[src/rtl/fifo_8x8.sv]
// fifo_8x8: single-clock FIFO with registered read data, a one-cycle valid
// pulse, occupancy flags and sticky overflow/underflow error bits.
// Flags are decoded from the registered count only, so a write to an empty
// FIFO cannot be read in the same cycle and a read from a full FIFO does not
// free a slot for a same-cycle write.
module fifo_8x8 #(
    parameter int DEPTH = 8,
    parameter int WIDTH = 8
) (
    input  logic                       clk,
    input  logic                       rst,
    input  logic                       we,
    input  logic [WIDTH-1:0]           wdata,
    input  logic                       re,
    output logic [WIDTH-1:0]           rdata,
    output logic                       rvalid,
    output logic                       full,
    output logic                       empty,
    output logic [$clog2(DEPTH):0]     count,
    output logic                       ovf,
    output logic                       udf,
    input  logic                       clr_err
);

    localparam int AW = $clog2(DEPTH);
    localparam int CW = AW + 1;
    localparam logic [CW-1:0] FULL_COUNT = CW'(DEPTH);

    // Storage carries no reset so it can map onto block RAM.
    logic [WIDTH-1:0] mem [DEPTH];

    logic [AW-1:0] wptr_reg;
    logic [AW-1:0] rptr_reg;
    logic [CW-1:0] count_next;
    logic          wr_ok;
    logic          rd_ok;

    assign full  = (count == FULL_COUNT);
    assign empty = (count == '0);

    // Acceptance uses the pre-edge flags: no bypass in either direction.
    assign wr_ok = we && !full;
    assign rd_ok = re && !empty;

    // Occupancy after this edge: +1 for an accepted write, -1 for an accepted read.
    always_comb begin
        count_next = count;
        if (wr_ok && !rd_ok) begin
            count_next = count + 1'b1;
        end else if (rd_ok && !wr_ok) begin
            count_next = count - 1'b1;
        end
    end

    // Storage write port; rejected writes leave memory untouched.
    always_ff @(posedge clk) begin
        if (wr_ok) begin
            mem[wptr_reg] <= wdata;
        end
    end

    // Pointers and count; pointers wrap modulo DEPTH by natural overflow.
    always_ff @(posedge clk or negedge rst) begin
        if (!rst) begin
            wptr_reg <= '0;
            rptr_reg <= '0;
            count    <= '0;
        end else begin
            if (wr_ok) begin
                wptr_reg <= wptr_reg + 1'b1;
            end
            if (rd_ok) begin
                rptr_reg <= rptr_reg + 1'b1;
            end
            count <= count_next;
        end
    end

    // Registered read port: rdata holds its last value when no pop is accepted.
    always_ff @(posedge clk or negedge rst) begin
        if (!rst) begin
            rdata  <= '0;
            rvalid <= 1'b0;
        end else begin
            rvalid <= rd_ok;
            if (rd_ok) begin
                rdata <= mem[rptr_reg];
            end
        end
    end

    // Sticky error bits; a new violation outranks a same-cycle clear.
    always_ff @(posedge clk or negedge rst) begin
        if (!rst) begin
            ovf <= 1'b0;
            udf <= 1'b0;
        end else begin
            if (we && full) begin
                ovf <= 1'b1;
            end else if (clr_err) begin
                ovf <= 1'b0;
            end
            if (re && empty) begin
                udf <= 1'b1;
            end else if (clr_err) begin
                udf <= 1'b0;
            end
        end
    end

endmodule

[config.mk]
export PLATFORM = sky130hd
export DESIGN_NAME = fifo_8x8
export DESIGN_NICKNAME = d
export VERILOG_FILES = /design/src/rtl/fifo_8x8.sv
export SDC_FILE = /design/constraint.sdc
export NUM_CORES = 1
export LEC_CHECK = 0
export CAP_MARGIN = 40
export CORE_MARGIN = 10
export CORE_UTILIZATION = 35
export DETAILED_ROUTE_END_ITERATION = 7
export REMOVE_ABC_BUFFERS = 1
export SLEW_MARGIN = 15
export SYNTH_ARGS = -nofsm -noshare
export SYNTH_HDL_FRONTEND = slang
export SYNTH_SLANG_ARGS = --single-unit
[constraint.sdc]
create_clock -name clk -period 3.3 [get_ports clk]
set_clock_uncertainty 0.1 [all_clocks]
set_input_delay 0.66 -clock clk [delete_from_list [all_inputs] [get_ports clk]]
set_output_delay 0.66 -clock clk [all_outputs]
set_load 0.01 [all_outputs]
### Word-level counts from Yosys, hierarchy flattened

Memory sizes are Yosys's and may differ from the RTL's. A register that Yosys moved wholly into a read port is not among the register bits.
Index checks and enable logic that the tools add are counted.

| cells by class | value |
|---|---|
| add/subtract/negate cells | 4 |
| mux-type cells | 7 |
| reductions and logical operators | 15 |
| eq/ne operators | 1 |

Operators with widths:

| operator | count |
|---|---|
| $mux W4 | 2 |
| $add A3 B1 Y3 const B | 2 |
| $logic_and A1 B1 Y1 | 6 |
| $reduce_bool A2 Y1 | 3 |
| $logic_not A1 Y1 | 5 |
| $mux W1 | 5 |
| $add A4 B1 Y4 const B | 1 |
| $eq A4 B4 Y1 const B | 1 |
| $logic_not A4 Y1 | 1 |
| $sub A4 B1 Y4 const B | 1 |

| storage, ports and cells | value |
|---|---|
| output and inout port bits | 17 |
| memories kept | 1 |
| memory bits (writable) | 64 |
| flip-flop bits (word level) | 13 |
| logic and storage cells | 34 |

Memory list:

| memory | depth | bits a word | rd ports | clocked after memory_dff | write ports | line | text |
|---|---|---|---|---|---|---|---|
| mem | 8 | 8 | 1 | 1 | 1 | 30 | `logic [WIDTH-1:0] mem [DEPTH];` |

### Longest topological paths before layout

| depth | value |
|---|---|
| depth in word-level cells | 7 |
| gate-level depth with buffers | 10 |
| mapped depth without buffers | 9 |

### Worst setup path after synthesis

OpenSTA, ideal clock, no wires.

| path | value |
|---|---|
| kind | register to register |
| from | register count[1] |
| to | register count[3] |
| arrival | 2.467 ns |
| stages on the path, launching flop included | 10 |
| path buffers | 1 |
| setup slack | 0.597 ns |
| period minus slack after synthesis | 2.703 ns |
| cell sequence | dfrtp_1 > nor4_4 > nand2b_1 > buf_2 > ha_1 > inv_1 > ha_1 > a21o_1 > a2111oi_0 > o31ai_1 |

| on the way | value |
|---|---|
| cells in the longest elaborated chain, start to end | 6 |
| elaborated cells on any way between the ends | 15 |

Ends and longest elaborated chain:

| element | line | text |
|---|---|---|
| from (decl) | 19 | `output logic [$clog2(DEPTH):0] count,` |
| from (signal assigned) | 75 | `count <= count_next;` |
| $logic_not A4 Y1 (*) | 39 | `assign empty = (count == '0);` |
| net empty | 18 | `output logic empty,` |
| $logic_not A1 Y1 (*) | 43 | `assign rd_ok = re && !empty;` |
| $logic_and A1 B1 Y1 (*) | 43 |  |
| $logic_not A1 Y1 | 48 | `if (wr_ok && !rd_ok) begin` |
| $logic_and A1 B1 Y1 | 48 |  |
| $mux W4 or $reduce_bool A2 Y1 (tied branches) | n/a |  |

Mark *: on every way through the listed nets, which the timed path passes. The rest lies on a longest branch. The select of a mux whose other input is x is not followed.
A chain may end at the register's enable or synchronous reset.

### Worst setup path in the final report

| path | value |
|---|---|
| from | register count[1] |
| to | register count[3] |

| on the way | value |
|---|---|
| cells in the longest elaborated chain, start to end | 6 |
| elaborated cells on any way between the ends | 15 |

Ends and longest elaborated chain:

| element |
|---|
| branches (longest 6 deep; another with $sub A4 B1 Y4) |

Parallel ways; which one is timed is not known. The select of a mux whose other input is x is not followed.

==> qor.txt <==
status - finished clean
H-tree levels - 3
period utilization - 80.6%
f_max - 376 MHz
initial core utilization - 35.8%
TritonCTS Sinks - 85
vias - 1937
sw frac - 34.2%
first-pass GRT wire length - 10800 um
Flop pwr share - 44.0%
top cell type's share of synthesized area - 54.9%
Final Hold Vio Count - 0
Avg WL per Cell - 16.8 um
number of buffers created by CTS - 9
largest net degree at the start of global routing - 35
Final GP Congestion - 0.699
core area - 0.00977 mm^2
Ys Warns - 0
Compound-Gate Fraction of Synth Area - 6.36%
placed insts - 388
final setup fails - 0
most frequent cells in the layout - 64 x edfxtp_1, 29 x clkdlybuf4s50_1, 21 x nand2_1, 21 x dfrtp_1, 18 x mux2_2
Post-Synth Adder-Cell Area - 2.36%
Leak - 1.52 nW
die width - 120 um
hold_buf cts - 0
area grow syn2layout - 19.6%
final-layout fill cell count - 900
Post-Synth XOR/XNOR Area - 1.50%
worst-path maximum fanout - 6
Hold Path Class - flip-flop to flip-flop
antenna violations before repair - 0
drt pass-1 iters - 6
layout cells sized above 1 - 20.2%
post-synth cell types - 32
Max VDD drop - 0.359 mV
Setup crit end kind - flip-flop
Post-CTS Setup Inserts - 0
Logic pwr share - 36.5%
biggest regs - mem (64), rdata (8), count (4)
GRT Util Overall - 9.84%
top cells by area, synth - edfxtp_1 55%, dfrtp_1 15%, mux2_2 5.8%
PD cells - 850 mW/mm^2
Syn Inst Count - 220
CTS-repair resized insts - 0
gr ovfl total - 0
maxcap violations - 0
WP data required - 3.43 ns
die footprint - 0.0144 mm^2
Min Clock Period, post-route - 2.66 ns
Max Slew Vio Count - 0
fin util - 42.9%
Final nets - 286
max reg flops - 64
Setup WS post-layout - 0.640 ns
WP data arrival - 2.79 ns
crit start category - flip-flop
RSZ-0062 raised after global routing - no
Worst Setup Path Type - flip-flop to flip-flop
Syn Area/Cell - 15.9 um^2
DR iter-0 viols - 115
Power, Total - 3.56 mW
chip height - 120 um
Worst Max-Slew Pin Slew - 0.801 ns
dpl hpwl - 4410 um
final non-filler cell total - 405
area share of and/or/nand/nor cells after synthesis - 6.25%
Psw - 1.22 mW
PortBufs - 29
FP Rows - 36
post-synthesis mux area share - 10.6%
io pins - 30
vias in the first global route - 2048
post-synthesis sequential area ratio - 69.9%
Clock power frac - 19.5%
worst skew pair latency - 0.35 ns
final WL - 6790 um
# DRC - 0
antenna-violating nets left - 0
setup_tns - 0 ns
Antenna Cells - 0
clk root buf - clkbuf_8
synthesized area - 0.00350 mm^2
Worst-path clk slew - 0.09 ns
Yosys top cell by area - edfxtp_1
CTS Buffer Depth - 2
pre-CTS setup slack - 0.324 ns
largest family of logic cells by synthesized area - multiplexers
#FFs+latches synth - 85
vias per inst - 4.78
Most flops, register - mem
Slew HR - 46.4%
internal power - 2.34 mW
CTS tree - built
most common cell after layout, fill and taps aside - edfxtp_1
layer usage:
metal | part of all wire (%) | global-route usage, % | routed length [um] | vias up
met5 | 0 | 0 | 0 | -
met4 | 1.7 | 4.07 | 115 | 0
met3 | 7.3 | 3.38 | 498 | 10
met2 | 48 | 15.5 | 3290 | 53
met1 | 42 | 12.1 | 2890 | 950
li1 | - | - | - | 924
synth_stat cells (all sizes together):
master and count:
edfxtp 64, dfrtp 21, nand2 21, mux2 18, mux2i 17, o21ai 12, a221o 8, buf 8
o22ai 8, nor2 7, ha 5, nand2b 5, nor3 5, xnor2 5, inv 4, clkbuf 2
nor2b 2, a2111oi 1, a21o 1, a21oi 1, fa 1, nor4 1, nor4b 1, o31ai 1
xor2 1
final cells by class:
cell class              count  area [um^2]  share of cell area [%]
clock buffers               9          124                    2.96
clock inverters             7         68.8                    1.64
inverters                   4         15.0                   0.358
multi-input cells         121          950                    22.7
flip-flops and latches     85         2450                    58.4
well taps                 133          166                    3.97
repair buffers             46          418                    9.98
critical path, stage by stage (launching register included):
cell       delay, ns
dfrtp_1         0.50
nor4_4          0.34
nand2b_1        0.17
ha_1            0.22
inv_1           0.13
ha_1            0.30
a21o_1          0.21
a2111oi_0       0.43
o31ai_1         0.13
final timing paths:
kind | startpoint | to | slack, ns | cells past startpoint
max | count[1]$_DFFE_PN0P_ | count[3]$_DFFE_PN0P_ | 0.64 | 8
min | rdata[3]$_DFFE_PN0P_ | rdata[3]$_DFFE_PN0P_ | 0.39 | 2
max reg2reg | count[1]$_DFFE_PN0P_ | count[3]$_DFFE_PN0P_ | 0.64 | 8
min reg2reg | rdata[3]$_DFFE_PN0P_ | rdata[3]$_DFFE_PN0P_ | 0.39 | 2
max in group asynchronous | rst | rdata[2]$_DFFE_PN0P_ | 2.31 | 2
min in group asynchronous | rst | rdata[7]$_DFFE_PN0P_ | 0.56 | 2
power groups by stage:
stage                     Combinational, mW  Clock, mW  Sequential, mW
after floorplan                       0.706          0            1.67
after global placement                 1.29          0            1.58
after detailed placement               1.31          0            1.59
after CTS                              1.32      0.722            1.57
after global routing                   1.44      0.767            1.60
final                                  1.30      0.693            1.57
cell families after synthesis:
logic type | Yosys count
flops | 85
simple gates | 42
mux | 35
compound gates | 32
buf+inv | 14
xor+xnor | 6
fa+ha+maj | 6
per-stage QoR:
step	cell area, um^2	hold slack (ns)
after global routing	4190	0.411
after global placement	3990	0.370
after floorplan	3410	0.264
after CTS	4180	0.401
final	4190	0.391
after detailed placement	3990	0.380
No activity file was read; power rests on OpenSTA's default activity.
==> patch 1 (same flow settings) <==
Set the parameter `DEPTH` to 32 (it was 8).
--- a/src/rtl/fifo_8x8.sv
+++ b/src/rtl/fifo_8x8.sv
@@ -5,5 +5,5 @@
 // free a slot for a same-cycle write.
 module fifo_8x8 #(
-    parameter int DEPTH = 8,
+    parameter int DEPTH = 32,
     parameter int WIDTH = 8
 ) (
Interface: changed (resized count); port bits go from 30 to 32. The function was not compared with the original's and may differ.
==> patch 1 against the unedited design <==
  * Via count grew to 3.1 times the old value
  * Critical path depth is 5 lower
  * Design area grew to 3.2 times the old value
  * Core utilization is 0.90 points lower
  * Highest routed layer unchanged
  * Critical path type is now register to output pin
  * Wire length grew to 3.7 times the old value
  * Worst hold slack better by 12 ps
  * Largest power group unchanged
  * Sequential cell count is 198 higher
  * Area after synthesis grew to 3.2 times the old value
  * Setup slack worse by 490 ps
  * Fmax is 16% lower
  * Global-route usage is 2.9 points higher
  * Total power grew to 3.2 times the old value
==> patch 1: results (changes against the unedited design) <==
Status -> complete, no violations (unchanged)
Final #Nets -> 729 (was 286)
Gr usage total -> 0.127 (was 0.0984)
Top cells by area, synth -> edfxtp_1 (68%), mux4_2 (7.2%), dfrtp_1 (6.0%), mux2i_1 (4.3%), nor2_1 (1.8%) (was edfxtp_1 (55%), dfrtp_1 (15%), mux2_2 (5.8%), mux2i_1 (4.9%), a221o_1 (2.3%))
Worst-path clk slew -> 60 ps (was 90 ps)
Initial drt markers -> 500 (was 115)
Inserted Clock Buffers -> 29 (was 9)
Routed wl met3 -> 1260 µm (was 498 µm)
CTS max path bufs -> 3 (was 2)
Clock-cell share of area -> 0.0743 (was 0.0460)
Syn_area_per_cell -> 18.1 µm² (was 15.9 µm²)
Reg power frac -> 0.421 (was 0.440)
R2R depth -> 11 (was 8)
Clock network power -> 3.40 mW (was 0.693 mW)
GPL Wtd Cong -> 0.806 (was 0.699)
Leak -> 4.47 nW (was 1.52 nW)
Number of synthesized flops with an enable pin -> 256 (was 64)
Skew-Pair Late Insertion Delay -> 540 ps (was 350 ps)
DP Cell Count -> 1076 (was 388)
Hold slack -> 403 ps (was 391 ps)
Met1 Track Usage GR -> 0.167 (was 0.121)
Root buffer cell -> clkbuf_16 (was clkbuf_8)
Fraction of area in registers -> 0.629 (was 0.584)
CP startpoint -> count[4]$_DFFE_PN0P_ (was count[1]$_DFFE_PN0P_)
Count of cell types in the netlist -> 50 (was 32)
M2 GR Usage -> 0.216 (was 0.155)
P_sw -> 3.44 mW (was 1.22 mW)
Peak VDD IR -> 0.000379 V (was 0.000359 V)
H-tree Lvls -> 1 (was 3)
Placed cell areas -> 12300 µm² (was 3990 µm²)
Inverters -> 9 (was 4)
Met2 WL -> 12600 µm (was 3290 µm)
-- patch 1: cell types whose count changed after synthesis, moves of 8 or more --
| cell | unedited run | this run |
|---|---|---|
| mux4_2 | 0 | 36 |
| mux2_2 | 18 | 1 |
| mux2i_1 | 17 | 49 |
| a21oi_1 | 1 | 9 |
| a221o_1 | 8 | 0 |
| a22oi_1 | 0 | 14 |
| nor2_1 | 7 | 54 |
| a22o_1 | 0 | 9 |
| edfxtp_1 | 64 | 256 |
-- patch 1: cells by family (layout without fill, tap and decap cells) --
family,Yosys count,in the layout,synth area share
AO/OA/AOI/OAI,88,88,0.0573
multiplexers,86,86,0.116
AND/OR/NAND/NOR,103,103,0.0434
flip-flops,283,283,0.738
buffers and inverters,42,143,0.0228
XOR/XNOR,12,12,0.00928
adder cells (fa/ha/maj),11,11,0.0128
-- patch 1: timing repair --
item / in CTS / in global routing
buffers inserted: 0 / 0
endpoints found under the setup margin: 0 / 1
resized for setup: 0 / 1
endpoints found under the hold margin: 0 / 0
==> patch 2 (config.mk and constraints unchanged) <==
Made on the original files. Make the reset (`rst`) synchronous in 3 clocked blocks.
--- a/src/rtl/fifo_8x8.sv
+++ b/src/rtl/fifo_8x8.sv
@@ -61,5 +61,5 @@
 
     // Pointers and count; pointers wrap modulo DEPTH by natural overflow.
-    always_ff @(posedge clk or negedge rst) begin
+    always_ff @(posedge clk) begin
         if (!rst) begin
             wptr_reg <= '0;
@@ -78,5 +78,5 @@
 
     // Registered read port: rdata holds its last value when no pop is accepted.
-    always_ff @(posedge clk or negedge rst) begin
+    always_ff @(posedge clk) begin
         if (!rst) begin
             rdata  <= '0;
@@ -91,5 +91,5 @@
 
     // Sticky error bits; a new violation outranks a same-cycle clear.
-    always_ff @(posedge clk or negedge rst) begin
+    always_ff @(posedge clk) begin
         if (!rst) begin
             ovf <= 1'b0;
Check against the original RTL: differs if rst is asserted again (counterexample within 4 cycles, from zero or initial values and one cycle with rst low); with rst held inactive, the same outputs for 10 cycles.
==> patch 2 against the unedited design <==
  * Setup slack worse by 78 ps
  * Wire length down 6.6%
  * Highest routed layer unchanged
  * Area after synthesis down 4.9%
  * Sequential cell count unchanged
  * Fmax down 2.8%
  * Total power down 16%
  * Design area down 4.7%
==> patch 2: results (changes against the unedited design) <==
DRT Pass-1 Iters -> 4 (was 6)
Initial drt markers -> 70 (was 115)
Vias -> 1769 (was 1937)
Async S/R FF share, synth -> 0 (was 0.247)
Place WS -> 479 ps (was 324 ps)
Worst path max stage delay -> 600 ps (was 500 ps)
First-pass GRT wire length -> 10400 µm (was 10800 µm)
Non-Filler Instances -> 376 (was 405)
Post-synth top cells -> edfxtp_1 (64), dfxtp_1 (21), mux4_2 (16), nor2_1 (12), o21ai_0 (9) (was edfxtp_1 (64), dfrtp_1 (21), nand2_1 (21), mux2_2 (18), mux2i_1 (17))
CP Max Fanout -> 7 (was 6)
Placed cell areas -> 3820 µm² (was 3990 µm²)
Critical setup path kind -> register to output pin (was register to register)
Cell count after synthesis -> 200 (was 220)
Hold EP -> rdata[6]$_SDFFE_PN0P_ (was rdata[3]$_DFFE_PN0P_)
Detailed Place HPWL -> 4120 µm (was 4410 µm)
Peak VDD IR -> 0.000216 V (was 0.000359 V)
R2R Path End -> count[3]$_SDFFE_PN0P_ (was count[3]$_DFFE_PN0P_)
Slowest CP cell -> or4b_4 (was dfrtp_1)
Worst-Margin Slew -> 714 ps (was 801 ps)
Gr usage total -> 0.0970 (was 0.0984)
Reg-to-reg startpoint -> count[1]$_SDFFE_PN0P_ (was count[1]$_DFFE_PN0P_)
R2R depth -> 10 (was 8)
Sequential share of the synthesized area -> 0.703 (was 0.699)
Number of global-route vias before repair -> 1875 (was 2048)
Top cells by area, synth -> edfxtp_1 (58%), dfxtp_1 (13%), mux4_2 (11%), ha_1 (1.9%), o22ai_1 (1.5%) (was edfxtp_1 (55%), dfrtp_1 (15%), mux2_2 (5.8%), mux2i_1 (4.9%), a221o_1 (2.3%))
GPL Wtd Cong -> 0.715 (was 0.699)
Status -> complete, no violations (unchanged)
Final #Nets -> 261 (was 286)
H-tree Lvls -> 3 (unchanged)
Hold Path Origin -> rdata[6]$_SDFFE_PN0P_ (was rdata[3]$_DFFE_PN0P_)
Share of layout cells above drive strength 1 -> 0.182 (was 0.202)
Post-Route WL -> 6350 µm (was 6790 µm)
DP Cell Count -> 360 (was 388)
Worst-path clk slew -> 90 ps (about the same)
Worst EP arrival -> 1980 ps (was 2790 ps)
Hold slack -> 417 ps (was 391 ps)
Leak -> 1.32 nW (was 1.52 nW)
## patch 2: area by class of cell
class	instances	area (µm²)
Sequential cell	85	2340
Clock buffer	10	128
Multi-Input combinational cell	102	920
Clock inverter	6	47.5
Fill cell	833	5250
Timing Repair Buffer	40	380
Tap cell	129	161
Inverter	4	15.0
## patch 2: per-layer routing
| metal | vias up | global-route usage | share of wire |
|---|---|---|---|
| li1 | 856 | - | - |
| met1 | 885 | 0.114 | 0.43 |
| met2 | 21 | 0.160 | 0.53 |
| met3 | 7 | 0.0259 | 0.023 |
| met4 | 0 | 0.0464 | 0.015 |
| met5 | - | 0 | 0 |
## patch 2: power breakdown
group          switching (mW)  leakage, nW  internal (mW)  total [mW]
clock                   0.371       0.0868          0.279       0.650
combinational           0.450        0.482          0.506       0.956
sequential             0.0879        0.754           1.28        1.37
## patch 2: logic make-up after synthesis
logic type	Yosys count	share of synthesized area
adder cells (fa/ha/maj)	6	0.0248
AO/OA/AOI/OAI	24	0.0428
AND/OR/NAND/NOR	47	0.0755
flip-flops	85	0.703
XOR/XNOR	6	0.0158
buffers and inverters	13	0.0210
multiplexers	19	0.117
## patch 2: critical path: cells and delay by family, from the launching register on
kind / cells / cell delay, ps
AND/OR/NAND/NOR: 1 / 600
buffers and inverters: 2 / 630
flip-flops: 1 / 390
## patch 2: worst max-delay path by stage
| stage | endpoint | slack, ps | cells past startpoint |
|---|---|---|---|
| 2_1_floorplan | count[3]$_SDFFE_PN0P_ | 810 | 10 |
| 3_3_place_gp | count[3]$_SDFFE_PN0P_ | 510 | 10 |
| 3_5_place_dp | count[3]$_SDFFE_PN0P_ | 480 | 10 |
| 4_1_cts | full | 520 | 3 |
| 5_1_grt | count[3]$_SDFFE_PN0P_ | 450 | 10 |
| 6_report | full | 560 | 3 |
